--- src/rtl/fpmul_pkg.sv ---
// fpmul_pkg: shared types and helpers for the parametrised floating-point
// multiplier (fpmul_pipe) and its round/pack core (fp_round_pack).
//   - fp_class_e   : operand / result class (zero, normal, inf, NaN)
//   - FLG_*        : bit positions inside the 4-bit exception flag vector
//   - fp_bias/qnan : format constants derived from the field widths
//   - fp_sign/exp/frac/classify : field extraction on a word zero-extended
//                    to 64 bits (formats up to 64 bits wide)
package fpmul_pkg;

    typedef enum logic [1:0] {
        FP_ZERO = 2'd0,
        FP_NORM = 2'd1,
        FP_INF  = 2'd2,
        FP_NAN  = 2'd3
    } fp_class_e;

    localparam int FLG_INEXACT   = 0;
    localparam int FLG_UNDERFLOW = 1;
    localparam int FLG_OVERFLOW  = 2;
    localparam int FLG_INVALID   = 3;

    function automatic int fp_bias(input int ew);
        return (1 << (ew - 1)) - 1;
    endfunction

    // Canonical quiet NaN: positive, exponent all ones, fraction MSB set.
    function automatic logic [63:0] fp_qnan(input int ew, input int mw);
        return (((64'd1 << ew) - 64'd1) << mw) | (64'd1 << (mw - 1));
    endfunction

    function automatic logic fp_sign(input logic [63:0] x, input int ew, input int mw);
        return x[ew + mw];
    endfunction

    function automatic logic [63:0] fp_exp(input logic [63:0] x, input int ew, input int mw);
        return (x >> mw) & ((64'd1 << ew) - 64'd1);
    endfunction

    function automatic logic [63:0] fp_frac(input logic [63:0] x, input int mw);
        return x & ((64'd1 << mw) - 64'd1);
    endfunction

    // Subnormals (exp == 0, frac != 0) classify as zero: they are flushed.
    function automatic fp_class_e fp_classify(input logic [63:0] x, input int ew, input int mw);
        logic [63:0] e;
        logic [63:0] f;
        e = fp_exp(x, ew, mw);
        f = fp_frac(x, mw);
        if (e == ((64'd1 << ew) - 64'd1)) return (f != 64'd0) ? FP_NAN : FP_INF;
        else if (e == 64'd0)              return FP_ZERO;
        else                              return FP_NORM;
    endfunction

endpackage

--- src/rtl/fp_round_pack.sv ---
// fp_round_pack: combinational normalise / round-to-nearest-even / pack core.
// Ports:
//   sgn_i   result sign
//   exp_i   biased result exponent before normalisation, EXP_W+2 bits,
//           two's complement (may be negative or above the format range)
//   prod_i  unsigned mantissa product {1,f1}*{1,f2}, 2*(MAN_W+1) bits
//   cls_i   result class decided from the operand specials
//   word_o  packed {sign, exp, frac} result
//   flags_o {invalid, overflow, underflow, inexact}
module fp_round_pack
    import fpmul_pkg::*;
#(
    parameter int  EXP_W = 8,
    parameter int  MAN_W = 7,
    localparam int W     = 1 + EXP_W + MAN_W,
    localparam int PW    = 2 * (MAN_W + 1)
) (
    input  logic             sgn_i,
    input  logic [EXP_W+1:0] exp_i,
    input  logic [PW-1:0]    prod_i,
    input  fp_class_e        cls_i,
    output logic [W-1:0]     word_o,
    output logic [3:0]       flags_o
);

    localparam logic [W-1:0]     QNAN = W'(fp_qnan(EXP_W, MAN_W));
    localparam logic [EXP_W+1:0] EMAX = {2'b00, {EXP_W{1'b1}}};

    logic [PW-1:0]    norm;
    logic [EXP_W+1:0] e_n, e_f;
    logic [MAN_W-1:0] frac, frac_r;
    logic             g, r, st, inc, carry, ovf, unf;

    always_comb begin
        // Product of two [1,2) mantissas lies in [1,4): at most one right
        // shift. Left-align so the hidden bit always sits at PW-1.
        norm   = prod_i[PW-1] ? prod_i : (prod_i << 1);
        e_n    = exp_i + {{(EXP_W+1){1'b0}}, prod_i[PW-1]};
        frac   = norm[PW-2 -: MAN_W];
        g      = norm[PW-2-MAN_W];
        r      = norm[PW-3-MAN_W];
        st     = |norm[PW-4-MAN_W:0];
        inc    = g & (r | st | frac[0]);
        // All-ones fraction plus increment wraps to zero and bumps the exponent.
        frac_r = frac + {{(MAN_W-1){1'b0}}, inc};
        carry  = inc & (&frac);
        e_f    = e_n + {{(EXP_W+1){1'b0}}, carry};
        ovf    = !e_f[EXP_W+1] && (e_f >= EMAX);
        unf    = e_f[EXP_W+1] || (e_f == '0);

        word_o  = '0;
        flags_o = '0;
        case (cls_i)
            FP_NAN: begin
                word_o               = QNAN;
                flags_o[FLG_INVALID] = 1'b1;
            end
            FP_INF:  word_o = {sgn_i, {EXP_W{1'b1}}, {MAN_W{1'b0}}};
            FP_ZERO: word_o = {sgn_i, {(W-1){1'b0}}};
            default: begin
                if (ovf) begin
                    word_o                = {sgn_i, {EXP_W{1'b1}}, {MAN_W{1'b0}}};
                    flags_o[FLG_OVERFLOW] = 1'b1;
                    flags_o[FLG_INEXACT]  = 1'b1;
                end else if (unf) begin
                    word_o                 = {sgn_i, {(W-1){1'b0}}};
                    flags_o[FLG_UNDERFLOW] = 1'b1;
                    flags_o[FLG_INEXACT]   = 1'b1;
                end else begin
                    word_o               = {sgn_i, e_f[EXP_W-1:0], frac_r};
                    flags_o[FLG_INEXACT] = g | r | st;
                end
            end
        endcase
    end

endmodule

--- src/rtl/fpmul_pipe.sv ---
// fpmul_pipe: fully pipelined floating-point multiplier, widths set by
// EXP_W/MAN_W (defaults: bf16). One op per cycle; an op sampled at edge N
// (valid=1, en=1) is presented on y with a one-cycle ready strobe after
// edge N+3. en=0 freezes every register, including the valid pipe.
// Ports:
//   clk    rising-edge clock
//   rst    synchronous active-low reset (wins over en)
//   en     pipeline advance
//   valid  x1/x2 carry an operation
//   x1,x2  operands {sign, exp, frac}, W bits
//   y      registered product
//   ready  y holds a new result
//   flags  {invalid, overflow, underflow, inexact}, aligned with ready,
//          zero otherwise; present only when FPMUL_FLAGS_EN is defined
// Ranks: operand capture -> unpack/classify/exponent -> mantissa product
//        -> round/pack into y.
module fpmul_pipe
    import fpmul_pkg::*;
#(
    parameter int  EXP_W = 8,
    parameter int  MAN_W = 7,
    localparam int W     = 1 + EXP_W + MAN_W
) (
    input  logic         clk,
    input  logic         rst,
    input  logic         en,
    input  logic         valid,
    input  logic [W-1:0] x1,
    input  logic [W-1:0] x2,
    output logic [W-1:0] y,
    output logic         ready
`ifdef FPMUL_FLAGS_EN
    ,
    output logic [3:0]   flags
`endif
);

    localparam int               PW   = 2 * (MAN_W + 1);
    localparam logic [EXP_W+1:0] BIAS = (EXP_W+2)'(fp_bias(EXP_W));

    // vld_q[3] is the ready strobe itself
    logic [3:0]       vld_q;
    logic [W-1:0]     op_a_q, op_b_q;
    logic             s1_sgn_q, s1_sgn_d;
    logic [EXP_W+1:0] s1_exp_q, s1_exp_d;
    logic [MAN_W:0]   s1_ma_q, s1_ma_d, s1_mb_q, s1_mb_d;
    fp_class_e        s1_cls_q, s1_cls_d;
    logic             s2_sgn_q;
    logic [EXP_W+1:0] s2_exp_q;
    logic [PW-1:0]    s2_prod_q, s2_prod_d;
    fp_class_e        s2_cls_q;
    logic [W-1:0]     y_q;
    logic [3:0]       flags_q;
    fp_class_e        cls_a, cls_b;
    logic [W-1:0]     rp_word;
    logic [3:0]       rp_flags;

    always_comb begin
        cls_a = fp_classify(64'(op_a_q), EXP_W, MAN_W);
        cls_b = fp_classify(64'(op_b_q), EXP_W, MAN_W);
        if (cls_a == FP_NAN || cls_b == FP_NAN)
            s1_cls_d = FP_NAN;
        else if ((cls_a == FP_INF && cls_b == FP_ZERO) || (cls_a == FP_ZERO && cls_b == FP_INF))
            s1_cls_d = FP_NAN;
        else if (cls_a == FP_INF || cls_b == FP_INF)
            s1_cls_d = FP_INF;
        else if (cls_a == FP_ZERO || cls_b == FP_ZERO)
            s1_cls_d = FP_ZERO;
        else
            s1_cls_d = FP_NORM;
        s1_sgn_d = fp_sign(64'(op_a_q), EXP_W, MAN_W) ^ fp_sign(64'(op_b_q), EXP_W, MAN_W);
        s1_exp_d = {2'b00, EXP_W'(fp_exp(64'(op_a_q), EXP_W, MAN_W))}
                 + {2'b00, EXP_W'(fp_exp(64'(op_b_q), EXP_W, MAN_W))} - BIAS;
        s1_ma_d  = {1'b1, MAN_W'(fp_frac(64'(op_a_q), MAN_W))};
        s1_mb_d  = {1'b1, MAN_W'(fp_frac(64'(op_b_q), MAN_W))};
        s2_prod_d = PW'(s1_ma_q) * PW'(s1_mb_q);
    end

    fp_round_pack #(.EXP_W(EXP_W), .MAN_W(MAN_W)) u_rp (
        .sgn_i   (s2_sgn_q),
        .exp_i   (s2_exp_q),
        .prod_i  (s2_prod_q),
        .cls_i   (s2_cls_q),
        .word_o  (rp_word),
        .flags_o (rp_flags)
    );

    always_ff @(posedge clk) begin
        if (!rst) begin
            vld_q     <= '0;
            op_a_q    <= '0;
            op_b_q    <= '0;
            s1_sgn_q  <= 1'b0;
            s1_exp_q  <= '0;
            s1_ma_q   <= '0;
            s1_mb_q   <= '0;
            s1_cls_q  <= FP_ZERO;
            s2_sgn_q  <= 1'b0;
            s2_exp_q  <= '0;
            s2_prod_q <= '0;
            s2_cls_q  <= FP_ZERO;
            y_q       <= '0;
            flags_q   <= '0;
        end else if (en) begin
            vld_q     <= {vld_q[2:0], valid};
            op_a_q    <= x1;
            op_b_q    <= x2;
            s1_sgn_q  <= s1_sgn_d;
            s1_exp_q  <= s1_exp_d;
            s1_ma_q   <= s1_ma_d;
            s1_mb_q   <= s1_mb_d;
            s1_cls_q  <= s1_cls_d;
            s2_sgn_q  <= s1_sgn_q;
            s2_exp_q  <= s1_exp_q;
            s2_prod_q <= s2_prod_d;
            s2_cls_q  <= s1_cls_q;
            // bubbles leave y untouched; flags only mean something with ready
            if (vld_q[2]) y_q <= rp_word;
            flags_q   <= vld_q[2] ? rp_flags : 4'b0000;
        end
    end

    assign y     = y_q;
    assign ready = vld_q[3];

`ifdef FPMUL_FLAGS_EN
    assign flags = flags_q;
`else
    logic unused_flags;
    assign unused_flags = ^{flags_q, rp_flags};
`endif

endmodule
--- config.mk ---
export PLATFORM = sky130hd
export DESIGN_NAME = fpmul_pipe
export DESIGN_NICKNAME = d
export VERILOG_FILES = /design/src/rtl/fpmul_pkg.sv /design/src/rtl/fp_round_pack.sv /design/src/rtl/fpmul_pipe.sv
export SDC_FILE = /design/constraint.sdc
export NUM_CORES = 1
export LEC_CHECK = 0
export ABC_AREA = 1
export CAP_MARGIN = 20
export CORE_MARGIN = 1
export CORE_UTILIZATION = 30
export DETAILED_ROUTE_END_ITERATION = 10
export PLACE_DENSITY = 0.55
export SETUP_SLACK_MARGIN = 0.05
export SYNTH_ARGS = -nofsm -noshare
export SYNTH_HDL_FRONTEND = slang
export SYNTH_SLANG_ARGS = --single-unit
--- constraint.sdc ---
create_clock -name clk -period 10.85 [get_ports clk]
set_input_delay 1.085 -clock clk [delete_from_list [all_inputs] [get_ports clk]]
set_output_delay 1.085 -clock clk [all_outputs]
set_load 0.05 [all_outputs]
==> impl_metrics.csv <==
group,metric,value,unit
outcome,status,"finished, final reports clean",
placed_design,dp_hpwl,11600,um
cells_and_area,utilization,34.9,%
cells_and_area,final_cells,1352,
sta,finalSetupViolCount,0,
sta,slew_viol_final,0,
clocking,cts_hold_buf,0,
global_route,grt_pass1_wl,27500,um
critical_path,reg2reg_slack,6.42,ns
yosys,synth.distinct_cells,35,
sta,max_clock_freq,0.225,GHz
pwr,p_total,969,uW
floorplanning,start_util,30.6,%
yosys,netlist_area,7210,um2
floorplanning,die_area,24600,um2
floorplanning,rows,56,
sta,hold_slack,0.475,ns
pwr,irDropWorstVdd,69.5,uV
route,wirelength,15800,um
sta,finalWorstSetupSlack,6.42,ns
yosys,synth_seq_cells,109,
critical_path,crit_path_start_kind,"register",
route,first_iter_violations,359,
yosys,ys_seq_area_share,30.3,%
clocking,clockBufferDepth,2,
floorplanning,die_x,157,um
floorplanning,ios,53,
critical_path,cp.arrival,4.69,ns
yosys,synth_top_area_share,30.3,%
route,first_pass_iters,4,
floorplanning,die_h,157,um
worst_hold_path,hold_depth,2,
placed_design,place.gp.congestion,0.821,
yosys,ys_top_cells_by_area,"dfxtp_1 30%, fa_1 11%, ha_1 9.4%, inv_1 9.1%, nand2_1 8.8%",
sta,post-route-min-period,4.43,ns
sta,relSlewSlack,27.0,%
clocking,cts_inserted_buffers,9,
clocking,cts_setup_buffers,0,
placed_design,placed_area,7920,um2
run,drv_cap,0,
route,num_vias,5951,
clocking,clk_latency,0.35,ns
pwr,power.density,118,nW/um2
global_route,antenna_found_initial,0,
yosys,netlist_instances,1013,
cells_and_area,multi_input_area,4140,um2
cells_and_area,drive_gt1_share,3.19,%
sta,hold_violations,0,
cells_and_area,nets,1156,
global_route,grt_pass1_vias,5821,
sta,fin_setup_tns,0,ns
clocking,postCtsResizedCells,0,
yosys,syn-mean-instance-area,7.11,um2
route,ant_nets,0,
clocking,cts_sinks,109,
critical_path,r2r_cells,18,
critical_path,cp_max_fo,16,
yosys,synth_nets,1141,
critical_path,crit_required,11.10,ns
cells_and_area,regArea,2180,um2
cells_and_area,fill_cells,2556,
clocking,ctsHtreeMaxLevel,3,
global_route,track_usage,13.8,%
placed_design,port_buffers,52,
pwr,p_leak,4.03,nW
clocking,cts_tree,"built",
floorplanning,core,23500,um2
worst_hold_path,hp-class,"reg2reg",
route,via_per_inst,4.40,
route,wl_per_cell,11.7,um
sta,worst-slew-pin-transition,1.09,ns
yosys,ys.warnings.count,0,
cells_and_area,diodes,0,
sta,rsz0062_at_grt,"false",
critical_path,r2r-end,"s2_prod_q[14]",
yosys,synth_top_area_cell,"dfxtp_1",
worst_hold_path,holdPathEnd,"y[5]",
worst_hold_path,min_from,"y[5]",
cells_and_area,syn_to_final_growth,14.1,%
placed_design,dp.cells,1336,
sta,clock_skew,0.0109,ns
cells_and_area,postLayoutCellArea,8220,um2
placed_design,pre_cts_slack,6.40,ns
route,drc_errors,0,
critical_path,r2r-start,"s1_ma_q[7]",
clocking,path_clk_slew,0.08,ns
global_route,grt_max_degree,119,
global_route,overflow,0,
critical_path,path_class,"reg2reg",
clocking,clock-root-buffer,"clkbuf_16",
sta,fin_crit_sh,40.9,%
critical_path,endpoint_kind,"register",
==> worst max-delay path, stage by stage, from the launching register on <==
cell and delay, ns:
dfxtp_1 0.67, nand2_1 0.15, fa_1 0.56, inv_1 0.05
fa_1 0.53, inv_1 0.06, fa_1 0.52, inv_1 0.05
fa_1 0.47, ha_1 0.37, nand2_1 0.09, nor2_1 0.10
nand2_1 0.06, o211ai_1 0.15, a21oi_1 0.14, a21oi_1 0.14
o21ai_0 0.11, nand2_1 0.06, inv_1 0.03
==> layout make-up <==
cell class | count | share of cell area (%)
Clock buffer | 9 | 2.74
Clock inverter | 7 | 0.898
Inverter | 177 | 8.10
Multi-Input combinational cell | 676 | 50.4
Sequential cell | 109 | 26.5
Tap cell | 319 | 4.86
Timing Repair Buffer | 55 | 6.49
==> flip-flops by register name, summed over array words and instances, names as in the netlist <==
register / count
s2_cls_q: 2
s1_cls_q: 2
s2_prod_q: 16
y: 16
op_a_q: 16
s1_mb_q: 7
op_b_q: 16
s1_exp_q: 10
s1_sgn_q: 1
s2_sgn_q: 1
s1_ma_q: 8
vld_q: 4
s2_exp_q: 10
==> Yosys cell counts <==
library cell	instances
nand4_1	16
o21ai_0	109
nor3_1	6
a211oi_1	2
a21o_1	2
o22ai_1	1
clkinv_1	1
o21ai_1	3
inv_1	174
dfxtp_1	109
buf_6	3
clkbuf_1	44
o211ai_1	3
inv_2	2
o21bai_1	2
nand3b_1	4
nor2_2	3
buf_2	1
nand3_2	2
fa_1	38
a22oi_1	1
nor2_1	123
a21oi_1	80
ha_1	54
nand2_1	168
xnor2_1	4
xor2_1	11
buf_4	1
a221oi_1	1
nor2_4	1
nand2_2	3
nor4_1	3
or2_2	1
nand3_1	35
buf_1	2
==> power breakdown <==
part,switching (mW),total [mW],internal [mW]
combinational,0.109,0.180,0.0710
sequential,0.0260,0.453,0.427
clock,0.156,0.337,0.181
==> layer usage <==
layer | part of all wire (%) | track usage, %
met1 | 54 | 19.3
met2 | 43 | 22.0
met3 | 2.2 | 2.40
met4 | 0.81 | 2.99
met5 | 0 | 0
==> worst max path at each step <==
stage / start / to / slack (ns) / cells after the start
2_1_floorplan: s1_ma_q[7] / s2_prod_q[12] / 6.61 / 19
3_3_place_gp: s1_ma_q[7] / s2_prod_q[12] / 6.47 / 18
3_5_place_dp: s1_ma_q[7] / s2_prod_q[12] / 6.40 / 18
4_1_cts: s1_ma_q[7] / s2_prod_q[12] / 6.37 / 18
5_1_grt: s1_ma_q[7] / s2_prod_q[12] / 6.03 / 18
6_report: s1_ma_q[7] / s2_prod_q[14] / 6.42 / 18
==> cells in the final DEF, fill, tap and decap left out, types with 2 or more instances in the layout <==
master / instances
nand3b_1: 4
o21ai_0: 109
nor2_2: 3
xnor2_1: 4
clkdlybuf4s50_1: 50
o21ai_1: 3
ha_1: 54
nand4_1: 16
a211oi_1: 2
nor2_1: 123
clkbuf_16: 9
nand2_2: 3
buf_4: 3
clkinv_2: 4
o21bai_1: 2
inv_1: 174
nor3_1: 6
nor4_1: 3
xor2_1: 11
fa_1: 38
nand3_2: 2
a21oi_1: 80
nand3_1: 35
dfxtp_1: 109
nand2_1: 168
a21o_1: 2
buf_2: 2
o211ai_1: 3
==> kinds of logic (layout without fill, tap and decap cells) <==
logic type | Yosys count | count (layout) | synth area share, %
flops | 109 | 109 | 30.3
buf+inv | 228 | 248 | 12.3
fa+ha+maj | 92 | 92 | 19.9
xor+xnor | 15 | 15 | 1.82
simple gates | 365 | 365 | 21.1
compound gates | 204 | 204 | 14.6
Power figures use the tool's default switching activity.
